### src/rtl/tlt_led_blinker.sv
// Board-level blinker demo: a prescaler produces a slow tick that steps a decimal
// digit shown on HEX0 and as a one-hot (optionally blinking) LED position on LEDR.
module tlt_led_blinker #(
  parameter int unsigned TICK_BITS = 6,
  parameter logic [1:0]  STEP      = 2'd1,
  parameter bit          BLINK     = 1'b1
) (
  input  logic       CLOCK_50,
  input  logic [3:0] KEY,
  output logic [9:0] LEDR,
  output logic [6:0] HEX0
);

  localparam logic [TICK_BITS-1:0] PRESC_ONE = TICK_BITS'(1);
  localparam logic [4:0]           DIGIT_MOD = 5'd10;

  logic                 rst_n;
  logic                 run;
  logic                 unused_keys;

  logic [TICK_BITS-1:0] prescaler;
  logic [TICK_BITS-1:0] prescaler_next;
  logic [3:0]           digit;
  logic [3:0]           digit_next;
  logic                 phase;
  logic                 phase_next;
  logic                 tick;
  logic [4:0]           digit_sum;
  logic [4:0]           digit_wrapped;

  assign rst_n       = KEY[1];
  assign run         = KEY[0];
  assign unused_keys = ^KEY[3:2];

  assign tick = (prescaler == '1) && run;

  // Five-bit sum so digit+STEP never overflows before the modulo-10 correction.
  always_comb begin
    digit_sum     = {1'b0, digit} + {3'b000, STEP};
    digit_wrapped = digit_sum;
    if (digit_sum >= DIGIT_MOD) begin
      digit_wrapped = digit_sum - DIGIT_MOD;
    end
  end

  always_comb begin
    prescaler_next = prescaler;
    digit_next     = digit;
    phase_next     = phase;
    if (run) begin
      prescaler_next = prescaler + PRESC_ONE;
    end
    if (tick) begin
      digit_next = digit_wrapped[3:0];
      phase_next = BLINK ? ~phase : 1'b1;
    end
  end

  always_ff @(posedge CLOCK_50 or negedge rst_n) begin
    if (!rst_n) begin
      prescaler <= '0;
      digit     <= 4'd0;
      phase     <= 1'b1;
    end else begin
      prescaler <= prescaler_next;
      digit     <= digit_next;
      phase     <= phase_next;
    end
  end

  assign LEDR = phase ? (10'b00_0000_0001 << digit) : 10'b00_0000_0000;

  // Active-low segments, bit order g..a; unreachable codes blank the display.
  always_comb begin
    HEX0 = 7'h7F;
    case (digit)
      4'd0:    HEX0 = 7'h40;
      4'd1:    HEX0 = 7'h79;
      4'd2:    HEX0 = 7'h24;
      4'd3:    HEX0 = 7'h30;
      4'd4:    HEX0 = 7'h19;
      4'd5:    HEX0 = 7'h12;
      4'd6:    HEX0 = 7'h02;
      4'd7:    HEX0 = 7'h78;
      4'd8:    HEX0 = 7'h00;
      4'd9:    HEX0 = 7'h10;
      default: HEX0 = 7'h7F;
    endcase
  end

endmodule

### config.mk
export PLATFORM = sky130hd
export DESIGN_NAME = tlt_led_blinker
export DESIGN_NICKNAME = d
export VERILOG_FILES = /design/src/rtl/tlt_led_blinker.sv
export SDC_FILE = /design/constraint.sdc
export NUM_CORES = 1
export LEC_CHECK = 0
export BUFFER_PORTS_ARGS = -buffer_cell sky130_fd_sc_hd__buf_4
export CAP_MARGIN = 10
export CORE_UTILIZATION = 25
export DETAILED_ROUTE_END_ITERATION = 12
export PLACE_DENSITY = 0.45
export SLEW_MARGIN = 20
export SYNTH_ARGS = -nofsm -noshare
export SYNTH_HDL_FRONTEND = slang
export SYNTH_SLANG_ARGS = --single-unit
export TNS_END_PERCENT = 1
### constraint.sdc
create_clock -name CLOCK_50 -period 4.4 [get_ports CLOCK_50]
set_input_delay 0.44 -clock CLOCK_50 [delete_from_list [all_inputs] [get_ports CLOCK_50]]
set_output_delay 0.44 -clock CLOCK_50 [all_outputs]
set_load 0.02 [all_outputs]
Word level (Yosys, flattened, before mapping)
Memories as Yosys holds them, arrays and structs flattened.
Cells that the tools add are included.
{"block": "totals", "register_bits": 11, "latchBits": 0, "ram_bits": 0, "rom_bits": 112, "elab_cells": 14, "mem_count": 1}
{"block": "classes", "add_sub_neg": 3, "multipliers": 0, "n_div": 0, "magnitude_cmp": 1, "n_eq_ne": 1, "shifts": 1, "mux": 2, "n_bitwise": 1, "n_reduce_logical": 1}
{"name": "(name not given)", "depth": 16, "word_bits": 7, "rd": 1, "rd_clocked_by_memory_dff": 0, "wr": 0, "line": "76", "text": "case (digit)"}
{"op": "10-bit two-way mux", "n": 1}
{"op": "1-bit by 4-bit left shift with 10-bit output, first input constant", "n": 1}
{"op": "6-bit by 1-bit adder with 6-bit output, second input constant", "n": 1}
{"op": "6-bit == test, second input constant", "n": 1}
{"op": "4-bit by 1-bit adder with 5-bit output, second input constant", "n": 1}
{"op": "5-bit by 4-bit >= comparator with 1-bit output, second input constant", "n": 1}
{"op": "4-bit two-way mux", "n": 1}
{"op": "4-bit subtractor, second input constant", "n": 1}
{"op": "1-bit logical AND", "n": 1}
{"op": "1-bit inverter", "n": 1}

Logic depth before layout (Yosys ltp)
Gate-level depths: netlist of the first run.
{"block": "depth", "word_depth": 3, "depth_mapped": 8}

Worst setup path after synthesis of the first run
OpenSTA, ideal clock, no wires.
{"block": "synth_timing", "kind": "flip-flop to flip-flop", "from": "register digit[2]", "to": "register digit[2]", "setup_time_ps": 120, "arrival_time_ps": 2080, "required_ps": 4280, "slack_ps": 2199, "stages_incl_launch_ff": 9, "n_path_buf": 1, "path_cell_list": "dfrtp_1 buf_2 clkinv_1 ha_1 ha_1 a21boi_1 o41ai_4 nand3_1 o211a_1"}
{"block": "synth_between", "elab_chain_len": 3}
{"element": "start, declared", "line": "23", "text": "logic [3:0] digit;"}
{"element": "start signal, assigned", "line": "66", "text": "digit <= digit_next;"}
{"element": "4-bit by 1-bit adder with 5-bit output *", "line": "39", "text": "digit_sum = {1'b0, digit} + {3'b000, STEP};"}
{"element": "4-bit subtractor or 5-bit by 4-bit >= comparator with 1-bit output (tied branches)", "line": "42, 41"}
{"element": "4-bit two-way mux *", "line": "41", "text": "if (digit_sum >= DIGIT_MOD) begin"}
Every way passes the cells marked *; elsewhere a longest branch is shown, timed or not.
A chain may end at the register's enable or synchronous reset.

Worst setup path after layout of the first run
{"block": "layout_timing", "from": "register digit[2]", "to": "register digit[1]"}
{"block": "layout_between", "elab_chain_len": 3}
{"element": "4-bit by 1-bit adder with 5-bit output", "line": "39"}
{"element": "5-bit by 4-bit >= comparator with 1-bit output", "line": "41"}
{"element": "4-bit two-way mux", "line": "41"}
Every way passes these cells.

==> results of run 1 <==
[worst max-delay path: stages, from the launching register on]
cell and delay (ps):
sky130_fd_sc_hd__dfrtp_1 640, sky130_fd_sc_hd__clkinv_1 330, sky130_fd_sc_hd__ha_1 410, sky130_fd_sc_hd__ha_1 240, sky130_fd_sc_hd__a21boi_1 160, sky130_fd_sc_hd__o41ai_4 370, sky130_fd_sc_hd__xnor2_1 160, sky130_fd_sc_hd__mux2i_1 90
[Yosys cell counts]
| master | instances |
|---|---|
| sky130_fd_sc_hd__o2111ai_1 | 1 |
| sky130_fd_sc_hd__or2_2 | 1 |
| sky130_fd_sc_hd__nor2b_1 | 2 |
| sky130_fd_sc_hd__a21o_1 | 1 |
| sky130_fd_sc_hd__nand4_2 | 1 |
| sky130_fd_sc_hd__ha_1 | 8 |
| sky130_fd_sc_hd__nor2_1 | 7 |
| sky130_fd_sc_hd__nor3_1 | 3 |
| sky130_fd_sc_hd__buf_2 | 3 |
| sky130_fd_sc_hd__xor2_1 | 5 |
| sky130_fd_sc_hd__a22o_1 | 1 |
| sky130_fd_sc_hd__a21boi_1 | 1 |
| sky130_fd_sc_hd__nand3_1 | 2 |
| sky130_fd_sc_hd__nor4_1 | 1 |
| sky130_fd_sc_hd__a21oi_1 | 8 |
| sky130_fd_sc_hd__nor3b_1 | 1 |
| sky130_fd_sc_hd__o21ai_1 | 1 |
| sky130_fd_sc_hd__a31oi_1 | 1 |
| sky130_fd_sc_hd__nand2b_1 | 2 |
| sky130_fd_sc_hd__mux2i_1 | 2 |
| sky130_fd_sc_hd__o211a_1 | 1 |
| sky130_fd_sc_hd__a22oi_1 | 1 |
| sky130_fd_sc_hd__and3_1 | 2 |
| sky130_fd_sc_hd__nor2_2 | 1 |
| sky130_fd_sc_hd__dfrtp_1 | 10 |
| sky130_fd_sc_hd__xnor2_1 | 5 |
| sky130_fd_sc_hd__clkinv_1 | 1 |
| sky130_fd_sc_hd__dfstp_2 | 1 |
| sky130_fd_sc_hd__nand2_1 | 7 |
| sky130_fd_sc_hd__mux2_2 | 1 |
| sky130_fd_sc_hd__and2_1 | 2 |
| sky130_fd_sc_hd__nand3_2 | 1 |
| sky130_fd_sc_hd__nor2_4 | 1 |
| sky130_fd_sc_hd__o21ai_0 | 1 |
| sky130_fd_sc_hd__inv_1 | 4 |
| sky130_fd_sc_hd__and4_1 | 1 |
| sky130_fd_sc_hd__nand4_1 | 1 |
| sky130_fd_sc_hd__o41ai_4 | 1 |
[final cells by class]
class	count	share of cell area, %
inverter	5	1.726
timing repair buffer	20	14.04
clock buffer	4	2.417
multi-input combinational	75	51.09
sequential	11	25.43
tap	46	5.293
[cells in the final DEF (no fill, tap or decap), drive strengths merged, types with 2 or more instances in the layout]
| master | instances |
|---|---|
| mux2i | 2 |
| buf | 19 |
| inv | 4 |
| o21ai | 2 |
| xnor2 | 5 |
| nand2b | 2 |
| and2 | 2 |
| a21oi | 8 |
| and3 | 2 |
| nor2b | 2 |
| xor2 | 5 |
| dfrtp | 10 |
| nor2 | 9 |
| nand4 | 2 |
| ha | 8 |
| nor3 | 3 |
| nand3 | 3 |
| nand2 | 7 |
| clkbuf | 4 |
[stage by stage]
stage          instances  cell area (um2)  hold slack [ps]  setup slack, ps  utilization [%]
2_1_floorplan         94            865.8            144.4             2199                -
3_3_place_gp         156             1051            281.4             1840            31.50
3_5_place_dp         156             1051            284.1             1839            31.50
4_1_cts              161             1087            388.0             1833            32.58
5_1_grt              161             1087            394.1             1646            32.58
6_report             161             1087            399.0             1867            32.58
[logic make-up (layout without fill, tap and decap cells)]
| logic type | after synthesis | in the layout | share of synthesized area, % |
|---|---|---|---|
| mux | 3 | 3 | 3.613 |
| compound gates | 18 | 18 | 15.46 |
| buf+inv | 8 | 29 | 3.900 |
| fa+ha+maj | 8 | 8 | 11.56 |
| simple gates | 36 | 36 | 23.41 |
| flops | 11 | 11 | 31.94 |
| xor+xnor | 10 | 10 | 10.12 |
[registers in the layout, indices dropped and copies added (netlist names)]
name,cells
prescaler,6
digit,4
phase,1
[routing by layer]
metal | routed length [um] | up-vias | track usage [%]
met5 | 0 | - | 0
met4 | 11 | 0 | 4.870
met3 | 72 | 2 | 1.919
met2 | 816 | 19 | 17.11
met1 | 844 | 349 | 13.43
li1 | - | 369 | -
[worst paths after layout]
kind / startpoint / endpoint / slack, ps / depth (start not counted)
setup / recovery: digit[2] / digit[1] / 1870 / 7
hold / removal: KEY[0] / prescaler[0] / 400 / 2
setup reg to reg: digit[2] / digit[1] / 1870 / 7
hold reg to reg: prescaler[5] / prescaler[5] / 490 / 1
max in group asynchronous: KEY[1] / phase / 3640 / 2
min in group asynchronous: KEY[1] / prescaler[5] / 540 / 2
[report_power, final]
group	total, W	switching (W)	internal, W
clock network	0.0000683	0.0000332	0.0000351
registers	0.000195	0.0000526	0.000142
logic	0.000290	0.000156	0.000133
==> impl_summary.log, run 1 <==
INFO  metric via_count = 739
INFO  metric required_time_at_the_worst_slack_endpoint = 4550 ps
INFO  metric route.antenna.remaining_nets = 0
INFO  metric layout-drive-gt1-share = 26.09%
INFO  metric max-cap-violations = 0
INFO  metric yosysSeqAreaShare = 31.94%
INFO  metric timing.final.crit_share = 57.57%
INFO  metric nets = 129
INFO  metric fillCellCount = about 350
INFO  metric grt_overflow_total = 0
INFO  metric post_synthesis_cell_area = 865.8 um2
INFO  metric root_buffer_master = sky130_fd_sc_hd__clkbuf_4
INFO  metric min_path_type = in -> reg
INFO  metric drt-wirelength-per-cell = 10.84 um
INFO  metric layout.area.seq = 276.5 um2
INFO  metric setup-tns-final = 0 ps
INFO  metric path_max_fanout = 15
INFO  metric max-slew-margin-rel = 49.48%
INFO  metric grt_first_pass_wirelength = 2870 um
INFO  metric ir_worst_vdd = between 0.0002 and 0.0003 V
INFO  metric post-cts-setup-buffer-count = 0
INFO  metric tritoncts = built
INFO  metric totalWireLength = around 1700 um
INFO  metric status = finished, final reports clean
INFO  metric criticalPathCategory = reg -> reg
INFO  metric core_region_area = roughly 3300 um2
INFO  metric num_rows = 21
INFO  metric period_needed = 2533 ps
INFO  metric ys.warnings.count = 0
INFO  metric power_density = between 500 and 600 nW/um2
INFO  metric ioPinCount = 22
INFO  metric cts-resized-gates = 0
INFO  metric total_leakage_power = just under 0.5 nW
INFO  metric synth_top_cell_area_share = between 20 and 30%
INFO  metric worstSetupStartpointType = flip-flop
INFO  metric aggregate_global_route_resource_usage = 10.48%
INFO  metric post-route-drc-count = 0
INFO  metric initial_antenna_violation_count = 0
INFO  metric routability_cong = 0.7287
INFO  metric cts_hold_repair.buffers = 1
INFO  metric timing.clock.skew = roughly 4.0 ps
INFO  metric netlist.top_cell.by_area = sky130_fd_sc_hd__dfrtp_1
INFO  metric dr.pass1.iters = 4
INFO  metric vias_per_cell = 4.590
INFO  metric multi_input_logic_area = 555.5 um2
INFO  metric first_global_vias = 655
INFO  metric clk_path_buf_depth = 2
INFO  metric number_of_clock_sinks = 11
INFO  metric drt_iter0_drc = 63
INFO  metric syn-num-nets = 107
INFO  metric yosys_reg_bits = 11
INFO  metric synth_area_leaders = sky130_fd_sc_hd__dfrtp_1 (29%), sky130_fd_sc_hd__ha_1 (12%), sky130_fd_sc_hd__xnor2_1 (5.1%), sky130_fd_sc_hd__xor2_1 (5.1%), sky130_fd_sc_hd__a21oi_1 (4.6%)
INFO  metric syn_to_final_growth = 25.58%
INFO  metric syn_area_per_cell = 9.211 um2
INFO  metric initial_core_utilization = between 20% and 30%
INFO  metric antenna-diode-count = 0
INFO  metric critical_path_capture_point_type = flip-flop
INFO  metric setup-violations-final = 0
INFO  metric pin_count_of_the_biggest_net_entering_global_routing = 25
INFO  metric design.die.area = 3703 um2
INFO  metric yosysUniqueCellTypes = 38
INFO  metric die-width = 60.85 um
INFO  metric die_h = 60.85 um
INFO  metric timing.fmax = slightly below 400 MHz
INFO  metric cts.htree.levels = 1
INFO  metric clkTransAtPathRegs = 70 ps
INFO  metric cts-buffers-inserted = 3
INFO  metric grt_setup_unrepaired = false
INFO  metric placement.io_buffers = 19
INFO  metric worst_skew_pair.late_latency = around 270 ps
INFO  metric synthesis.instances = 94
INFO  metric detailedPlacementHpwl = 1345 um
INFO  metric final-max-slew-violation-count = 0
INFO  metric report.power.total = ~0.00055 W
INFO  metric max_slew.worst_pin.slew = 757.8 ps
INFO  metric worstPathArrival = around 2700 ps
INFO  metric report.final.hold_viol_count = 0
(Power assumes the default switching activity.)
==> run 2, diff against run 1 <==
Clock period 4.4 ns to 2.6 ns, I/O delays scaled along.
==> run 2 against run 1 <==
Net effect:
- sequential share of layout area shrank 0.17 points
- sequential power grew 61%
- via count shrank 2.3%
- clock power grew 67%
- register-to-register slack lost 1600 ps
- non-clock buffer count grew 1
- hold slack lost 180 ps
- wire length grew 3.1%
- sequential cell count is the same
- clock-buffer cell count is the same
- first-iteration DRC count shrank 38%
==> impl_summary.log, run 2 (same netlist as run 1, synthesis figures left out) <==
INFO  metric layout.area.seq = ~280 um2
INFO  metric timing.clock.skew = around 1.1 ps
INFO  metric max-cap-violations = 0
INFO  metric required_time_at_the_worst_slack_endpoint = 2760 ps
INFO  metric antenna-diode-count = 0
INFO  metric power.switching_fraction = 43.79%
INFO  metric die-width = around 61 um
INFO  metric whs_path_depth = 2
INFO  metric final-max-slew-violation-count = 0
INFO  metric num_rows = 21
INFO  metric core_region_area = 3337 um2
INFO  metric report.final.hold_viol_count = 0
INFO  metric timing.fmax = about 440 MHz
INFO  metric commonest_non_fill_non_tap_cell_in_the_layout = sky130_fd_sc_hd__buf_4
INFO  metric cts.htree.levels = 1
INFO  metric syn_to_final_growth = 26.45%
INFO  metric pwr-share-clk = about an eighth
INFO  metric path_max_fanout = 7
INFO  metric cp_cell_sequence = ha_1 -> ha_1 -> ha_1 -> a21boi_1 -> o41ai_4 -> nand3_1 -> o211a_1
INFO  metric placement.io_buffers = 19
INFO  metric clk_path_buf_depth = 2
INFO  metric worst_skew_pair.late_latency = 260 ps
INFO  metric cpPeakStageDelay = 470 ps
INFO  metric max_slew.worst_pin.slew = 758.9 ps
INFO  metric totalWireLength = 1799 um
INFO  metric biggestRegsByFlops = prescaler: 6 flops, digit: 4 flops, phase: 1 flops
INFO  metric ir_worst_vdd = ~0.00028 V
INFO  metric first_global_vias = 667
INFO  metric root_buffer_master = sky130_fd_sc_hd__clkbuf_4
INFO  metric route.antenna.remaining_nets = 0
INFO  metric initial_core_utilization = 25.95%
INFO  metric period_needed = about 2300 ps
INFO  metric worst-r2r-setup-slack = slightly above 300 ps
INFO  metric worstSetupStartpointType = flip-flop
INFO  metric r2r.worst_path.cells = 7
INFO  metric aggregate_global_route_resource_usage = a little over a tenth
INFO  metric commonest_cells_after_routing_fill_and_taps_aside = sky130_fd_sc_hd__buf_4 (20), sky130_fd_sc_hd__dfrtp_1 (10), sky130_fd_sc_hd__a21oi_1 (8), sky130_fd_sc_hd__ha_1 (8)
INFO  metric max_flop_register = prescaler
INFO  metric timing.final.crit_share = 88.08%
INFO  metric status = finished, final reports clean
INFO  metric ioPinCount = 22
INFO  metric drt-wirelength-per-cell = 11.10 um
INFO  metric max-slew-margin-rel = 49.41%
INFO  metric initial_antenna_violation_count = 0
INFO  metric routability_cong = 0.7054
INFO  metric clkTransAtPathRegs = 70 ps
INFO  metric layout-drive-gt1-share = 26.72%
INFO  metric post-cts-setup-buffer-count = 0
INFO  metric die_h = 60.85 um
INFO  metric cp.buffers_inverters = 0
INFO  metric crit_path_start = digit[0]
INFO  metric intPower = 0.0005283 W
INFO  metric timing.critical_path.mode_cell = sky130_fd_sc_hd__ha_1
INFO  metric power_density = approximately 860 nW/um2
INFO  metric worstPathArrival = 2450 ps
INFO  metric grt_setup_unrepaired = false
INFO  metric number_of_clock_sinks = 11
INFO  metric report.power.total = 0.0009398 W
INFO  metric hold_path.startpoint = KEY[0]
INFO  metric design.die.area = 3703 um2
INFO  metric multi_input_logic_area = 555.5 um2
INFO  metric net-switching-power = roughly 0.00041 W
INFO  metric combinationalPowerShare = 54.5%
INFO  metric timing.rr.end = digit[2]
INFO  metric final.setup.worst_slack = 309.8 ps
INFO  metric crit_cells = 7
INFO  metric final_cell_count_no_fill = roughly 160
INFO  metric post-place-cells = 157
INFO  metric tritoncts = built
INFO  metric criticalPathCategory = reg -> reg
INFO  metric place_worst_setup_slack = 315.0 ps
INFO  metric timing.critical_path.slowest_stage_cell = sky130_fd_sc_hd__dfrtp_1
INFO  metric pin_count_of_the_biggest_net_entering_global_routing = 25
INFO  metric dr.pass1.iters = 4
INFO  metric cts-buffers-inserted = 3
INFO  metric whs = 217.5 ps
INFO  metric p_seq_share = 33.4%
INFO  metric detailedPlacementHpwl = 1373 um
INFO  metric fillCellCount = approximately 380
INFO  metric worst_path_dominant_cell_family = adder cells
INFO  metric nets = 130
INFO  metric vias_per_cell = 4.457
INFO  metric critical_path_capture_point_type = flip-flop
INFO  metric cts-resized-gates = 0
INFO  metric largest_register_ff_count = 6
INFO  metric drt_iter0_drc = 39
INFO  metric grt_first_pass_wirelength = 3063 um
INFO  metric hold_end = prescaler[0]
INFO  metric r2r_start = digit[0]
INFO  metric min_path_type = in -> reg
INFO  metric via_count = 722
INFO  metric post-route-drc-count = 0
INFO  metric grt_overflow_total = 0
INFO  metric total_leakage_power = 0.4996 nW
INFO  metric setup-violations-final = 0
INFO  metric setup-tns-final = 0 ps
## run 2: cell count changes in the layout (fill, tap and decap cells not counted), sizes merged
cell | previous run | this run
buf | 19 | 20
## run 2: worst max-delay path by stage
stage                to
6_report       digit[2]
4_1_cts        digit[1]
2_1_floorplan  digit[2]
3_5_place_dp   digit[1]
3_3_place_gp   digit[2]
5_1_grt        digit[1]
## run 2: routing by layer
metal | global-route usage [%] | routed length, um
met2 | 19.62 | 846
met1 | 13.97 | 874
met4 | 3.896 | 21
met5 | 0 | 0
met3 | 0.6397 | 56
## run 2: layout make-up
class / instances / share of cell area (%)
Sequential cell: 11 / 25.26
Timing Repair Buffer: 21 / 14.63
Clock buffer: 4 / 2.400
Inverter: 5 / 1.714
Multi-Input combinational cell: 75 / 50.74
Tap cell: 46 / 5.257
## run 2: stage by stage
step,util (%),cell area (um2)
2_1_floorplan,-,865.8
3_3_place_gp,31.72,1059
3_5_place_dp,31.72,1059
4_1_cts,32.81,1095
5_1_grt,32.81,1095
6_report,32.81,1095
## run 2: worst reg2reg max path, stage by stage, from the launching register on
cell and delay, ps:
sky130_fd_sc_hd__dfrtp_1 470, sky130_fd_sc_hd__ha_1 320, sky130_fd_sc_hd__ha_1 340, sky130_fd_sc_hd__ha_1 250, sky130_fd_sc_hd__a21boi_1 160, sky130_fd_sc_hd__o41ai_4 380
sky130_fd_sc_hd__nand3_1 130, sky130_fd_sc_hd__o211a_1 140
## run 2: what timing repair did
| action | 4_1_cts | 5_1_grt |
|---|---|---|
| endpoints found under the setup margin | 0 | 0 |
| hold buffers | 1 | 0 |
| hold endpoints to repair | 10 | 0 |
## run 2: power groups by stage
stage | Combinational (W) | Clock (W) | Sequential [W]
after CTS | 0.000520 | 0.000123 | 0.000314
after floorplan | 0.000379 | 0 | 0.000301
after global routing | 0.000585 | 0.000133 | 0.000325
final | 0.000512 | 0.000114 | 0.000314
after detailed placement | 0.000515 | 0 | 0.000317
after global placement | 0.000510 | 0 | 0.000315
